===== config.mk =====
export PLATFORM = sky130hd
export DESIGN_NAME = compensation_loader
export DESIGN_NICKNAME = d
export VERILOG_FILES = /design/src/rtl/compensation_loader.sv
export SDC_FILE = /design/constraint.sdc
export NUM_CORES = 1
export LEC_CHECK = 0
export CAP_MARGIN = 20
export CORE_ASPECT_RATIO = 1.4
export CORE_MARGIN = 1.5
export CORE_UTILIZATION = 50
export DETAILED_ROUTE_END_ITERATION = 8
export PLACE_DENSITY = 0.8
export SKIP_CTS_REPAIR_TIMING = 1
export SYNTH_ARGS = -nofsm -noshare
export SYNTH_HDL_FRONTEND = slang
export SYNTH_SLANG_ARGS = --single-unit
export TNS_END_PERCENT = 10

===== constraint.sdc =====
create_clock -name clk -period 2.7 [get_ports clk]
set_clock_uncertainty 0.1 [all_clocks]
set_input_delay 0.405 -clock clk [delete_from_list [all_inputs] [get_ports clk]]
set_output_delay 0.405 -clock clk [all_outputs]
set_load 0.05 [all_outputs]

===== src/rtl/compensation_loader.sv =====
// compensation_loader
// Unpacks a byte stream of 4-bit compensation weights (low nibble first) and
// writes them to the compensation memory at ascending addresses
// 0..CMEM_SIZE-1, then pulses done for one cycle.
//
// Handshake: a byte transfers on a rising edge where in_valid && in_ready are
// both high during the preceding cycle. in_ready depends only on registered
// state, never on in_valid, so the producer may hold or drop in_valid freely;
// dropping it only delays the next transfer.
module compensation_loader #(
    parameter int SIZE            = 8,
    parameter int CMEM_SIZE       = SIZE * 3,
    parameter int CMEM_ADDR_WIDTH = $clog2(CMEM_SIZE)
) (
    input  logic                       clk,
    input  logic                       rst,
    input  logic                       start,
    input  logic [7:0]                 in_data,
    input  logic                       in_valid,
    output logic                       in_ready,
    output logic [3:0]                 Compensation_Weight,
    output logic [CMEM_ADDR_WIDTH-1:0] Wr_Addr,
    output logic                       Wr_en,
    output logic                       busy,
    output logic                       done,
    output logic [1:0]                 dbg_state
);

    typedef enum logic [1:0] {
        S_IDLE = 2'd0,
        S_LOAD = 2'd1,
        S_DONE = 2'd2
    } state_t;

    localparam logic [CMEM_ADDR_WIDTH-1:0] LAST_ADDR = CMEM_ADDR_WIDTH'(CMEM_SIZE - 1);
    localparam logic [CMEM_ADDR_WIDTH-1:0] ONE       = CMEM_ADDR_WIDTH'(1);

    state_t                     r_state;
    logic [CMEM_ADDR_WIDTH-1:0] r_cnt;
    logic                       r_hi_pending;
    logic [3:0]                 r_hi_buf;
    logic [3:0]                 r_weight;
    logic [CMEM_ADDR_WIDTH-1:0] r_wr_addr;
    logic                       r_wr_en;
    logic                       r_busy;
    logic                       r_done;
    // Set once the write to the last address has been issued; blocks any
    // further transfer in the single cycle before the FSM moves to DONE.
    logic                       r_last_issued;

    logic                       w_in_ready;

    // Accept a byte only in LOAD, with no high nibble waiting and the final
    // address not yet issued.
    assign w_in_ready = (r_state == S_LOAD) && !r_hi_pending && !r_last_issued;

    assign in_ready            = w_in_ready;
    assign Compensation_Weight = r_weight;
    assign Wr_Addr             = r_wr_addr;
    assign Wr_en               = r_wr_en;
    assign busy                = r_busy;
    assign done                = r_done;
    assign dbg_state           = r_state;

    // Session FSM: unpack bytes into one write per cycle and sequence the
    // address counter; all memory-side outputs are registered here.
    always_ff @(posedge clk or negedge rst) begin
        if (!rst) begin
            r_state       <= S_IDLE;
            r_cnt         <= '0;
            r_hi_pending  <= 1'b0;
            r_hi_buf      <= '0;
            r_weight      <= '0;
            r_wr_addr     <= '0;
            r_wr_en       <= 1'b0;
            r_busy        <= 1'b0;
            r_done        <= 1'b0;
            r_last_issued <= 1'b0;
        end else begin
            r_wr_en <= 1'b0;
            r_done  <= 1'b0;
            unique case (r_state)
                S_IDLE: begin
                    if (start) begin
                        r_cnt         <= '0;
                        r_hi_pending  <= 1'b0;
                        r_last_issued <= 1'b0;
                        r_busy        <= 1'b1;
                        r_state       <= S_LOAD;
                    end
                end
                S_LOAD: begin
                    if (r_last_issued) begin
                        r_last_issued <= 1'b0;
                        r_done        <= 1'b1;
                        r_state       <= S_DONE;
                    end else if (r_hi_pending) begin
                        // Second nibble of the previous byte goes out now.
                        r_wr_en      <= 1'b1;
                        r_weight     <= r_hi_buf;
                        r_wr_addr    <= r_cnt;
                        r_hi_pending <= 1'b0;
                        if (r_cnt == LAST_ADDR) begin
                            r_last_issued <= 1'b1;
                        end else begin
                            r_cnt <= r_cnt + ONE;
                        end
                    end else if (in_valid) begin
                        // in_ready is high here, so in_valid means a transfer.
                        r_wr_en   <= 1'b1;
                        r_weight  <= in_data[3:0];
                        r_wr_addr <= r_cnt;
                        r_hi_buf  <= in_data[7:4];
                        if (r_cnt == LAST_ADDR) begin
                            // Odd entry count: the upper nibble is dropped.
                            r_last_issued <= 1'b1;
                        end else begin
                            r_cnt        <= r_cnt + ONE;
                            r_hi_pending <= 1'b1;
                        end
                    end
                end
                S_DONE: begin
                    r_busy  <= 1'b0;
                    r_state <= S_IDLE;
                end
                default: begin
                    r_busy  <= 1'b0;
                    r_state <= S_IDLE;
                end
            endcase
        end
    end

endmodule


# == Yosys cells after proc, flatten, opt, wreduce, memory -nomap -nowiden ==
# Cells that the tools add are included.
# totals
register_bits,25
out_inout_bits,15
word_cells,66
# classes
addsub,1
eq_ne,6
muxes,32
bitwise_logic,3
reduce_logical,14
# op_table
op,count
5-bit 2-to-1 mux,7
1-bit 2-to-1 mux,16
5-bit case mux with 2 select lines,1
4-bit 2-to-1 mux,2
4-bit AND reduction,2
"2-bit inequality test, second input constant",3
1-bit case mux with 2 select lines,3
2-bit AND reduction,3
3-bit AND reduction,2
"5-bit by 1-bit adder with 5-bit output, second input constant",1
"5-bit == test, second input constant",1
2-bit 2-to-1 mux,2
2-bit case mux with 2 select lines,1
2-bit nonzero test,2
"3-bit inequality test, second input constant",1
1-bit inverter,3
"2-bit by 1-bit == test with 1-bit output, second input constant",1
1-bit logical AND,2
1-bit zero test,2
2-bit zero test,1

# == Depth between registers and ports, before layout ==
# Gate-level depths: netlist (run 1).
# logic_depth
ltp_word,6
depth_mapped,5
mapped_depth_nobuf,4

# == Worst setup path after synthesis (run 1) ==
# No wires, ideal clock.
# synth_path
kind,reg-to-reg
startpoint,register r_state[1] (netlist: dbg_state[1])
endpoint,register r_hi_buf[0]
setup_ns,0.125
arrival_time_ns,1.983
t_required_ns,2.475
slack_ns,0.492
path_stages_with_launch,4
cell_sequence,dfrtp_1 nor4b_4 nand2_1 mux2_2
# synth_between
elab_chain_cells,2
# synth_rtl
element,line_no,rtl
from (decl),38,state_t r_state;
from (signal assigned),69,r_state <= S_IDLE;
from (signal assigned),89,r_state <= S_LOAD;
from (signal assigned),96,r_state <= S_DONE;
2-bit by 1-bit == test with 1-bit output,82,unique case (r_state)
4-bit AND reduction (no line),-,
to (signal assigned),113,r_hi_buf <= in_data[7:4];
to (decl),41,logic [3:0] r_hi_buf;
# Every way passes these cells.
# A chain may end at the register's enable or synchronous reset.

# == Worst setup path after layout (run 1) ==
# layout_path
startpoint,register r_hi_pending
endpoint,output in_ready
# layout_between
elab_chain_cells,3
# layout_rtl
element,line_no,rtl
from (decl),40,logic r_hi_pending;
from (signal assigned),71,r_hi_pending <= 1'b0;
from (signal assigned),86,r_hi_pending <= 1'b0;
from (signal assigned),102,r_hi_pending <= 1'b0;
1-bit zero test,55,assign w_in_ready = (r_state == S_LOAD) && !r_hi_pending && !r_last_issued;
1-bit logical AND (2 in series),55,
to (decl),20,"output logic in_ready,"
# Every way passes these cells.

==> results of run 1 <==
[flip-flops by register name, indices dropped and copies added, names as in the netlist]
register	flops
Wr_Addr	5
busy	1
Compensation_Weight	4
r_hi_buf	4
r_last_issued	1
r_cnt	5
r_hi_pending	1
dbg_state	2
done	1
Wr_en	1
[logic make-up after synthesis]
kind of cell	Yosys count	share of synthesized area [%]
AND/OR/NAND/NOR	18	13.0
flip-flops	25	53.9
AO/OA/AOI/OAI	28	15.4
adder cells (fa/ha/maj)	1	1.08
multiplexers	13	12.2
buffers and inverters	10	4.42
[final timing paths]
kind | from | endpoint | slack (ns) | cells past startpoint
worst min register to register | Wr_Addr[4] | Wr_Addr[4] | 0.42 | 1
worst min-delay path | rst | r_hi_pending | 0.33 | 2
worst max-delay path | r_hi_pending | in_ready | 0.14 | 2
max in group asynchronous | rst | r_hi_buf[0] | 1.93 | 2
min in group clk | Wr_Addr[4] | Wr_Addr[4] | 0.42 | 1
worst max register to register | dbg_state[1] | Wr_Addr[2] | 0.90 | 3
[final cells by class]
type | instances | area (µm²) | area share [%]
flip-flops and latches | 25 | 626 | 42.8
repair buffers | 28 | 275 | 18.8
multi-input cells | 60 | 484 | 33.1
well taps | 22 | 27.5 | 1.88
clock buffers | 4 | 26.3 | 1.80
inverters | 6 | 22.5 | 1.54
[cells in the mapped netlist, drive strengths merged]
master   instances
and2b            1
mux2i            4
a221oi           1
o221ai           1
o21ai            3
o311ai           1
or2              1
inv              6
nand4            1
o22ai            1
mux2             9
dfrtp           25
and3b            1
a31oi            4
a22o             1
nor2             1
nor3b            2
and2             3
o211ai           3
nand2            1
ha               1
o2111ai          1
nand3            1
nor4b            1
buf              2
o21bai           1
a21oi           10
clkbuf           2
nand2b           2
and4b            1
nand4b           1
o2bb2ai          1
or2b             1
[worst max-delay path: cells and delay by family, from the launching register on]
family,cells,cell delay (ns)
flops,1,0.57
buf+inv,1,0.84
simple gates,1,0.33
[layer usage]
metal / track usage, % / part of all wire, %
met5: 0 / 0
met4: 10.8 / 2.6
met3: 1.81 / 5.0
met2: 33.4 / 51
met1: 21.8 / 41
[power by group through the flow]
stage	sequential [mW]	clock, mW	combinational (mW)
global route	0.699	0.180	1.06
global placement	0.670	0	0.976
detailed placement	0.680	0	0.995
CTS	0.673	0.168	0.996
floorplan	0.897	0	0.490
finish	0.675	0.161	0.983
==> impl_results.md, run 1 <==
- Slew margin rel.: about three fifths
- Seq/Total Area, Yosys: 53.9%
- DRT iter0 DRCs: 18
- Total CTS buffers: 3
- Setup ws final: 0.137 ns
- Non-Filler Instances: roughly 150
- Vias: 868
- Final core utilization: 67.1%
- Leakage: between 0.6 and 0.7 nW
- Initial antenna violation count: 0
- Total Neg Setup Slack: 0 ns
- Required time of the worst setup path: 2.19 ns
- Design area: 1460 µm²
- Pre-antenna DRT Iters: 4
- Least-Margin Pin Slew: 0.597 ns
- Max Cap Violations: 0
- Worst vdd ir: 0.770 mV
- Synth area leader: dfrtp_1
- Clock sinks: 25
- Power Internal: 0.997 mW
- Core area: between 2000 and 2500 µm²
- Synth top area cells: dfrtp_1 54%, mux2_2 8.7%, a21oi_1 4.3%, mux2i_1 3.4%, a31oi_1 2.2%
- Hold crit path type: in2async
- Rows: 20
- GPL Wtd Cong: slightly above 0.8
- Startpoint Class: register
- Setup Crit Path Kind: reg2out
- Post-route ant nets: 0
- # IOs: 27
- Unique masters post-synth: 37
- Ant diodes: 0
- Global-route wire length before repair: around 3600 µm
- Post-route clock period utilization: 94.9%
- Proportion of power drawn by combinational gates: 54.0%
- DP Worst Slack: roughly 0.5 ns
- Share of cells above drive strength 1: 13.8%
- Clk_lat worst skew: around 0.32 ns
- Slowest-stage cell, CP: clkdlybuf4s50_1
- CTS H-tree depth: 1
- CP Capture Type: output pin
- CTS clock-pin slew for the worst setup and hold paths: 0.12 ns
- Status: finished clean
- Syn nets: 108
- Vias in the first global route: 842
- Total Routed Length: about 2200 µm
- Synth Instances: 95
- Largest net degree at the start of global routing: 26
- Total gr overflow: 0
- # fillers: 186
- Flop pwr share: 37.1%
- Syn avg cell area: 12.2 µm²
- Net count, final: 137
- CP max stage delay: 0.84 ns
- CTS root buffer: clkbuf_4
- CP Cell Sequence: nor4b_4 -> clkdlybuf4s50_1
- Most common cell after layout, fill and taps aside: clkdlybuf4s50_1
- Number of buffers added on ports: 26
- CP Max Fanout: 11
- Die area: 2620 µm²
- Most frequent cells in the layout: 26 x clkdlybuf4s50_1, 25 x dfrtp_1, 10 x a21oi_1
- FF+latch count, synth: 25
- RSZ-0062 raised after global routing: false
- Syn Std Cell Area: 1160 µm²
- Max frequency: around 390 MHz
- Cell total after placement: 141
- Switching part of the total: 45.2%
- Final Power: 1.82 mW
- CTS tree: built
- Clk pwr share: 8.9%
- Starting Density: a little over half
- Routed vias/inst: ~6
- Clk buf depth: 2
- Hold WS: 0.332 ns
- Final hold viol count: 0
- Die W: 43.7 µm
- Min cycle time layout: 2.56 ns
- Residual DRC: 0
- Setup Viol. Count Final: 0
- Power Density: 1240 nW/µm²
- Placement Cell Area: 1440 µm²
- Slew Viols, Final: 0
- Psw: a little over 0.8 mW
- Die Y: between 60 and 70 µm
- Detailed Place HPWL: 1640 µm
- Top-area cell type share of the netlist area: 53.9%
- Routed WL per cell: 15.1 µm
- Yosys warns: 0
- Area Overhead vs Synth: 25.9%
- GRT Util Overall: 18.9%
- CP arrival: slightly above 2 ns
(Power assumes the default switching activity.)
==> run 2: changes to the inputs <==
--- a/config.mk
+++ b/config.mk
@@ -7,10 +7,11 @@
 export LEC_CHECK = 0
 export CAP_MARGIN = 20
 export CORE_ASPECT_RATIO = 1.4
-export CORE_MARGIN = 1.5
+export CORE_MARGIN = 5
 export CORE_UTILIZATION = 50
+export CTS_CLUSTER_SIZE = 20
 export DETAILED_ROUTE_END_ITERATION = 8
-export PLACE_DENSITY = 0.8
+export PLACE_DENSITY = 0.84
 export SKIP_CTS_REPAIR_TIMING = 1
 export SYNTH_ARGS = -nofsm -noshare
 export SYNTH_HDL_FRONTEND = slang
==> impl_results.md, run 2 (synthesis results as in run 1) <==
- Most common cell after layout, fill and taps aside: clkdlybuf4s50_1 (unchanged)
- Die W: 50.7 µm (was 43.7 µm)
- Startpoint Class: register (unchanged)
- Final hold viol count: 0 (unchanged)
- Pre-antenna DRT Iters: 4 (unchanged)
- GRT Util Overall: 16.1% (was 18.9%)
- Total Neg Setup Slack: 0 ns (unchanged)
- Clk buf depth: 2 (unchanged)
- Total Routed Length: 2440 µm (was 2180 µm)
- DRT iter0 DRCs: 38 (was 18)
- Max frequency: 384 MHz (was 390 MHz)
- Global-route wire length before repair: 4260 µm (was 3620 µm)
- Total gr overflow: 0 (unchanged)
- CTS tree: built (unchanged)
- Leakage: 0.631 nW (was 0.628 nW)
- Most frequent cells in the layout: 26 x clkdlybuf4s50_1, 25 x dfrtp_1, 10 x a21oi_1 (unchanged)
- Least-Margin Pin Slew: 0.618 ns (was 0.597 ns)
- Detailed Place HPWL: 1790 µm (was 1640 µm)
- Post-route clock period utilization: 96.4% (was 94.9%)
- # IOs: 27 (unchanged)
- Routed WL per cell: 16.8 µm (was 15.1 µm)
- Core area: 2200 µm² (was 2180 µm²)
- Slew margin rel.: 58.8% (was 60.2%)
- Initial antenna violation count: 0 (unchanged)
- Required time of the worst setup path: 2.19 ns (about the same)
- Vias in the first global route: 960 (was 842)
- Area Overhead vs Synth: 26.0% (was 25.9%)
- Cell total after placement: 141 (unchanged)
- Number of buffers added on ports: 26 (unchanged)
- CTS root buffer: clkbuf_4 (unchanged)
- Vias: 890 (was 868)
- Die area: 3400 µm² (was 2620 µm²)
- Hold crit path type: in2async (unchanged)
- Post-route ant nets: 0 (unchanged)
- Residual DRC: 0 (unchanged)
- Net count, final: 137 (unchanged)
- Slew Viols, Final: 0 (unchanged)
- Routed vias/inst: 6.14 (was 5.99)
- Clock sinks: 25 (unchanged)
- Largest net degree at the start of global routing: 26 (unchanged)
- Non-Filler Instances: 145 (unchanged)
- Setup ws final: 0.0961 ns (was 0.137 ns)
- CP Capture Type: output pin (unchanged)
- CP arrival: 2.10 ns (was 2.06 ns)
- Share of cells above drive strength 1: 14.6% (was 13.8%)
- CTS H-tree depth: 1 (unchanged)
- DP Worst Slack: 0.479 ns (was 0.502 ns)
- Power Density: 1260 nW/µm² (was 1240 nW/µm²)
- Die Y: 67.0 µm (was 60.0 µm)
- Status: finished clean (unchanged)
- Worst vdd ir: 0.576 mV (was 0.770 mV)
- RSZ-0062 raised after global routing: false (unchanged)
- Rows: 20 (unchanged)
- GPL Wtd Cong: 0.775 (was 0.821)
- CP Max Fanout: 11 (unchanged)
- Clk_lat worst skew: 0.33 ns (was 0.32 ns)
- Final core utilization: 66.4% (was 67.1%)
- Hold WS: 0.317 ns (was 0.332 ns)
- Setup Viol. Count Final: 0 (unchanged)
- Setup Crit Path Kind: reg2out (unchanged)
- Ant diodes: 0 (unchanged)
- Max Cap Violations: 0 (unchanged)
- CTS clock-pin slew for the worst setup and hold paths: 0.14 ns (was 0.12 ns)
- Min cycle time layout: 2.60 ns (was 2.56 ns)
- Total CTS buffers: 3 (unchanged)
- Starting Density: 52.7% (was 53.3%)
[run 2: critical path, cell delays in order (launching register included)]
cell and delay, ns:
dfrtp_1 0.57, nor4b_4 0.35, clkdlybuf4s50_1 0.85
[run 2: path summary, 6_finish.rpt]
check | to | slack [ns] | start | depth (start not counted)
min in group clk | Wr_Addr[1] | 0.42 | Wr_Addr[1] | 1
setup reg to reg | Wr_Addr[0] | 0.89 | dbg_state[1] | 3
hold reg to reg | Wr_Addr[1] | 0.42 | Wr_Addr[1] | 1
max in group asynchronous | r_hi_buf[2] | 1.93 | rst | 2
hold / removal | r_cnt[4] | 0.32 | rst | 2
setup / recovery | in_ready | 0.1 | r_hi_pending | 2
[run 2: stage by stage]
step,cell area [µm²],power [mW]
after detailed placement,1440,1.68
after global placement,1440,1.65
after CTS,1460,1.84
after floorplan,1160,1.39
after global routing,1460,1.95
final,1460,1.84
[run 2: power breakdown]
| group | switching [mW] | leakage [nW] | internal [mW] |
|---|---|---|---|
| logic | 0.582 | 0.316 | 0.411 |
| registers | 0.147 | 0.297 | 0.528 |
| clock network | 0.114 | 0.0177 | 0.0556 |
[run 2: final cells by class]
type | instances | area, µm²
repair buffers | 28 | 275
flip-flops and latches | 25 | 626
fillers | 188 | 739
clock inverters | 1 | 5.00
clock buffers | 3 | 22.5
inverters | 6 | 22.5
multi-input cells | 60 | 484
well taps | 22 | 27.5
[run 2: layer usage]
layer	global-route usage [%]	part of all wire [%]
met5	0	0
met4	6.71	1.5
met3	3.80	7.4
met2	29.0	53
met1	17.5	38
==> run 3: changes to the inputs <==
--- a/config.mk
+++ b/config.mk
@@ -5,13 +5,14 @@
 export SDC_FILE = /design/constraint.sdc
 export NUM_CORES = 1
 export LEC_CHECK = 0
+export ABC_AREA = 1
 export CAP_MARGIN = 20
 export CORE_ASPECT_RATIO = 1.4
 export CORE_MARGIN = 5
-export CORE_UTILIZATION = 50
+export CORE_UTILIZATION = 45
 export CTS_CLUSTER_SIZE = 20
 export DETAILED_ROUTE_END_ITERATION = 8
-export PLACE_DENSITY = 0.84
+export PLACE_DENSITY = 0.77
 export SKIP_CTS_REPAIR_TIMING = 1
 export SYNTH_ARGS = -nofsm -noshare
 export SYNTH_HDL_FRONTEND = slang
==> impl_results.md, run 3 <==
- Top-area cell type share of the netlist area: 53.4% (was 53.9%)
- CP Capture Type: output pin (unchanged)
- Leakage: 0.730 nW (was 0.631 nW)
- RR Endpoint: r_cnt[4] (was Wr_Addr[0])
- RSZ-0062 raised after global routing: false (unchanged)
- Most common cell in the netlist: nand2_1 (was dfrtp_1)
- Slowest-stage cell, CP: clkdlybuf4s50_1 (unchanged)
- Worst r2r path cells: 9 (was 3)
- Syn Std Cell Area: 1170 µm² (was 1160 µm²)
- Unique masters post-synth: 19 (was 37)
- Starting Density: 45.8% (was 52.7%)
- Pre-antenna DRT Iters: 4 (unchanged)
- Die W: 53.1 µm (was 50.7 µm)
- CP arrival: 2.07 ns (was 2.10 ns)
- Number of buffers added on ports: 26 (unchanged)
- Routed vias/inst: 4.90 (was 6.14)
- Least-Margin Pin Slew: 0.510 ns (was 0.618 ns)
- Net count, final: 175 (was 137)
- Area Overhead vs Synth: 28.0% (was 26.0%)
- Total Neg Setup Slack: 0 ns (unchanged)
- Most frequent cells in the layout: 46 x nand2_1, 26 x clkdlybuf4s50_1, 25 x dfrtp_1 (was 26 x clkdlybuf4s50_1, 25 x dfrtp_1, 10 x a21oi_1)
- Synth Instances: 131 (was 95)
- Residual DRC: 0 (unchanged)
- Synth top area cells: dfrtp_1 53%, nand2_1 15%, nand3_1 5.1%, nand2_4 4.8%, nor2_1 2.9% (was dfrtp_1 54%, mux2_2 8.7%, a21oi_1 4.3%, mux2i_1 3.4%, a31oi_1 2.2%)
- DRT iter0 DRCs: 30 (was 38)
- Clk buf depth: 2 (unchanged)
- Core area: 2560 µm² (was 2200 µm²)
- Clock sinks: 25 (unchanged)
- Setup ws final: 0.123 ns (was 0.0961 ns)
- # IOs: 27 (unchanged)
- Status: finished clean (unchanged)
- Min cycle time layout: 2.58 ns (was 2.60 ns)
- Setup Viol. Count Final: 0 (unchanged)
- Seq/Total Area, Yosys: 53.4% (was 53.9%)
- Buffers & Inverters on Critical Path: 3 (was 1)
- Post-synth top cells: 46 x nand2_1, 25 x dfrtp_1, 12 x nand3_1 (was 25 x dfrtp_1, 10 x a21oi_1, 9 x mux2_2)
- Worst vdd ir: 0.692 mV (was 0.576 mV)
- Die area: 3740 µm² (was 3400 µm²)
- Startpoint Class: register (unchanged)
- Global-route wire length before repair: 4230 µm (was 4260 µm)
- Initial antenna violation count: 0 (unchanged)
- Routed WL per cell: 11.8 µm (was 16.8 µm)
- CTS root buffer: clkbuf_4 (unchanged)
- Rows: 22 (was 20)
- Clk_lat worst skew: 0.31 ns (was 0.33 ns)
- Vias: 966 (was 890)
- Final Power: 1.97 mW (was 1.84 mW)
- Worst reg2reg startpoint: r_cnt[0] (was dbg_state[1])
- Most common cell after layout, fill and taps aside: nand2_1 (was clkdlybuf4s50_1)
- Crit-path leading delay family: buffers and inverters (unchanged)
- Cell total after placement: 193 (was 141)
- Ant diodes: 0 (unchanged)
- Post-synth EDFFs: 0 (unchanged)
- CP max stage delay: 0.83 ns (was 0.85 ns)
- Largest net degree at the start of global routing: 26 (unchanged)
- GRT Util Overall: 15.1% (was 16.1%)
- Power Density: 1310 nW/µm² (was 1260 nW/µm²)
- Setup Crit Path Kind: reg2out (unchanged)
- R2r setup slk: 1.18 ns (was 0.89 ns)
- FF+latch count, synth: 25 (unchanged)
- Required time of the worst setup path: 2.19 ns (about the same)
- Hold crit path type: in2async (unchanged)
- Total CTS buffers: 3 (unchanged)
- Total gr overflow: 0 (unchanged)
- Max Cap Violations: 0 (unchanged)
- CTS H-tree depth: 1 (unchanged)
- Syn nets: 144 (was 108)
- Max frequency: 388 MHz (was 384 MHz)
- Non-Filler Instances: 197 (was 145)
- Post-route ant nets: 0 (unchanged)
- # fillers: 231 (was 188)
- CTS tree: built (unchanged)
- Vias in the first global route: 964 (was 960)
- FFs w/ async S/R, synth: 100% (unchanged)
- Total Routed Length: 2320 µm (was 2440 µm)
- Slew margin rel.: 65.9% (was 58.8%)
- Detailed Place HPWL: 1860 µm (was 1790 µm)
- Post-synth top flop: dfrtp_1 (unchanged)
- Yosys warns: 0 (unchanged)
- Slew Viols, Final: 0 (unchanged)
- Syn avg cell area: 8.95 µm² (was 12.2 µm²)
- Die Y: 70.4 µm (was 67.0 µm)
- Final core utilization: 58.6% (was 66.4%)
- CP Max Fanout: 9 (was 11)
- GPL Wtd Cong: 0.817 (was 0.775)
- Share of cells above drive strength 1: 13.7% (was 14.6%)
- Post-route clock period utilization: 95.5% (was 96.4%)
- Synth area leader: dfrtp_1 (unchanged)
- Final hold viol count: 0 (unchanged)
- CP Cell Sequence: inv_2 -> nand2_4 -> nor2_4 -> inv_2 -> nor2_4 -> clkdlybuf4s50_1 (was nor4b_4 -> clkdlybuf4s50_1)
- CTS clock-pin slew for the worst setup and hold paths: 0.13 ns (was 0.14 ns)
- DP Worst Slack: 0.477 ns (was 0.479 ns)
## run 3: cell types whose count changed in the layout (fill, tap and decap cells not counted), moves of 5 or more
| cell | change |
|---|---|
| nand3_1 | +11 |
| nor2_1 | +8 |
| nand2_4 | +5 |
| mux2_2 | -9 |
| nand2_1 | +45 |
| a21oi_1 | -10 |
## run 3: per-stage QoR
stage	hold slack (ns)	cell area, µm²
5_1_grt	0.358	1500
4_1_cts	0.337	1500
2_1_floorplan	0.00941	1170
3_5_place_dp	0.362	1470
3_3_place_gp	0.361	1470
6_report	0.328	1500
## run 3: kinds of logic after synthesis
logic type / after synthesis / synth area share (%)
and+or+nand+nor: 86 / 35.8
DFF: 25 / 53.4
buffers and inverters: 11 / 4.59
AOI/OAI and AO/OA: 8 / 5.23
adders and majority gates: 1 / 1.07
## run 3: final cells by class
class / count / area (µm²) / share of cell area (%)
multi-input cells: 95 / 493 / 32.9
well taps: 36 / 45.0 / 3.00
clock buffers: 4 / 26.3 / 1.75
repair buffers: 27 / 268 / 17.8
flip-flops and latches: 25 / 626 / 41.7
inverters: 10 / 42.5 / 2.84
## run 3: per-layer routing
| metal | routed length [µm] | GRT usage (%) |
|---|---|---|
| met1 | 902 | 17.7 |
| met2 | 1220 | 24.3 |
| met3 | 99 | 2.35 |
| met4 | 98 | 10.2 |
| met5 | 0 | 0 |
## run 3: power breakdown
part	leakage (nW)	internal, mW	total, mW	switching, mW
Sequential	0.308	0.535	0.660	0.125
Combinational	0.408	0.389	1.15	0.762
Clock	0.0150	0.0577	0.162	0.104
## run 3: worst max path at each step
stage	to	slack [ns]	start	cells past startpoint
detailed placement	in_ready	0.48	dbg_state[1]	6
global placement	in_ready	0.50	dbg_state[1]	6
global route	in_ready	0.008	dbg_state[1]	6
floorplan	in_ready	0.86	dbg_state[0]	4
finish	in_ready	0.12	dbg_state[1]	6
CTS	in_ready	0.11	dbg_state[1]	6
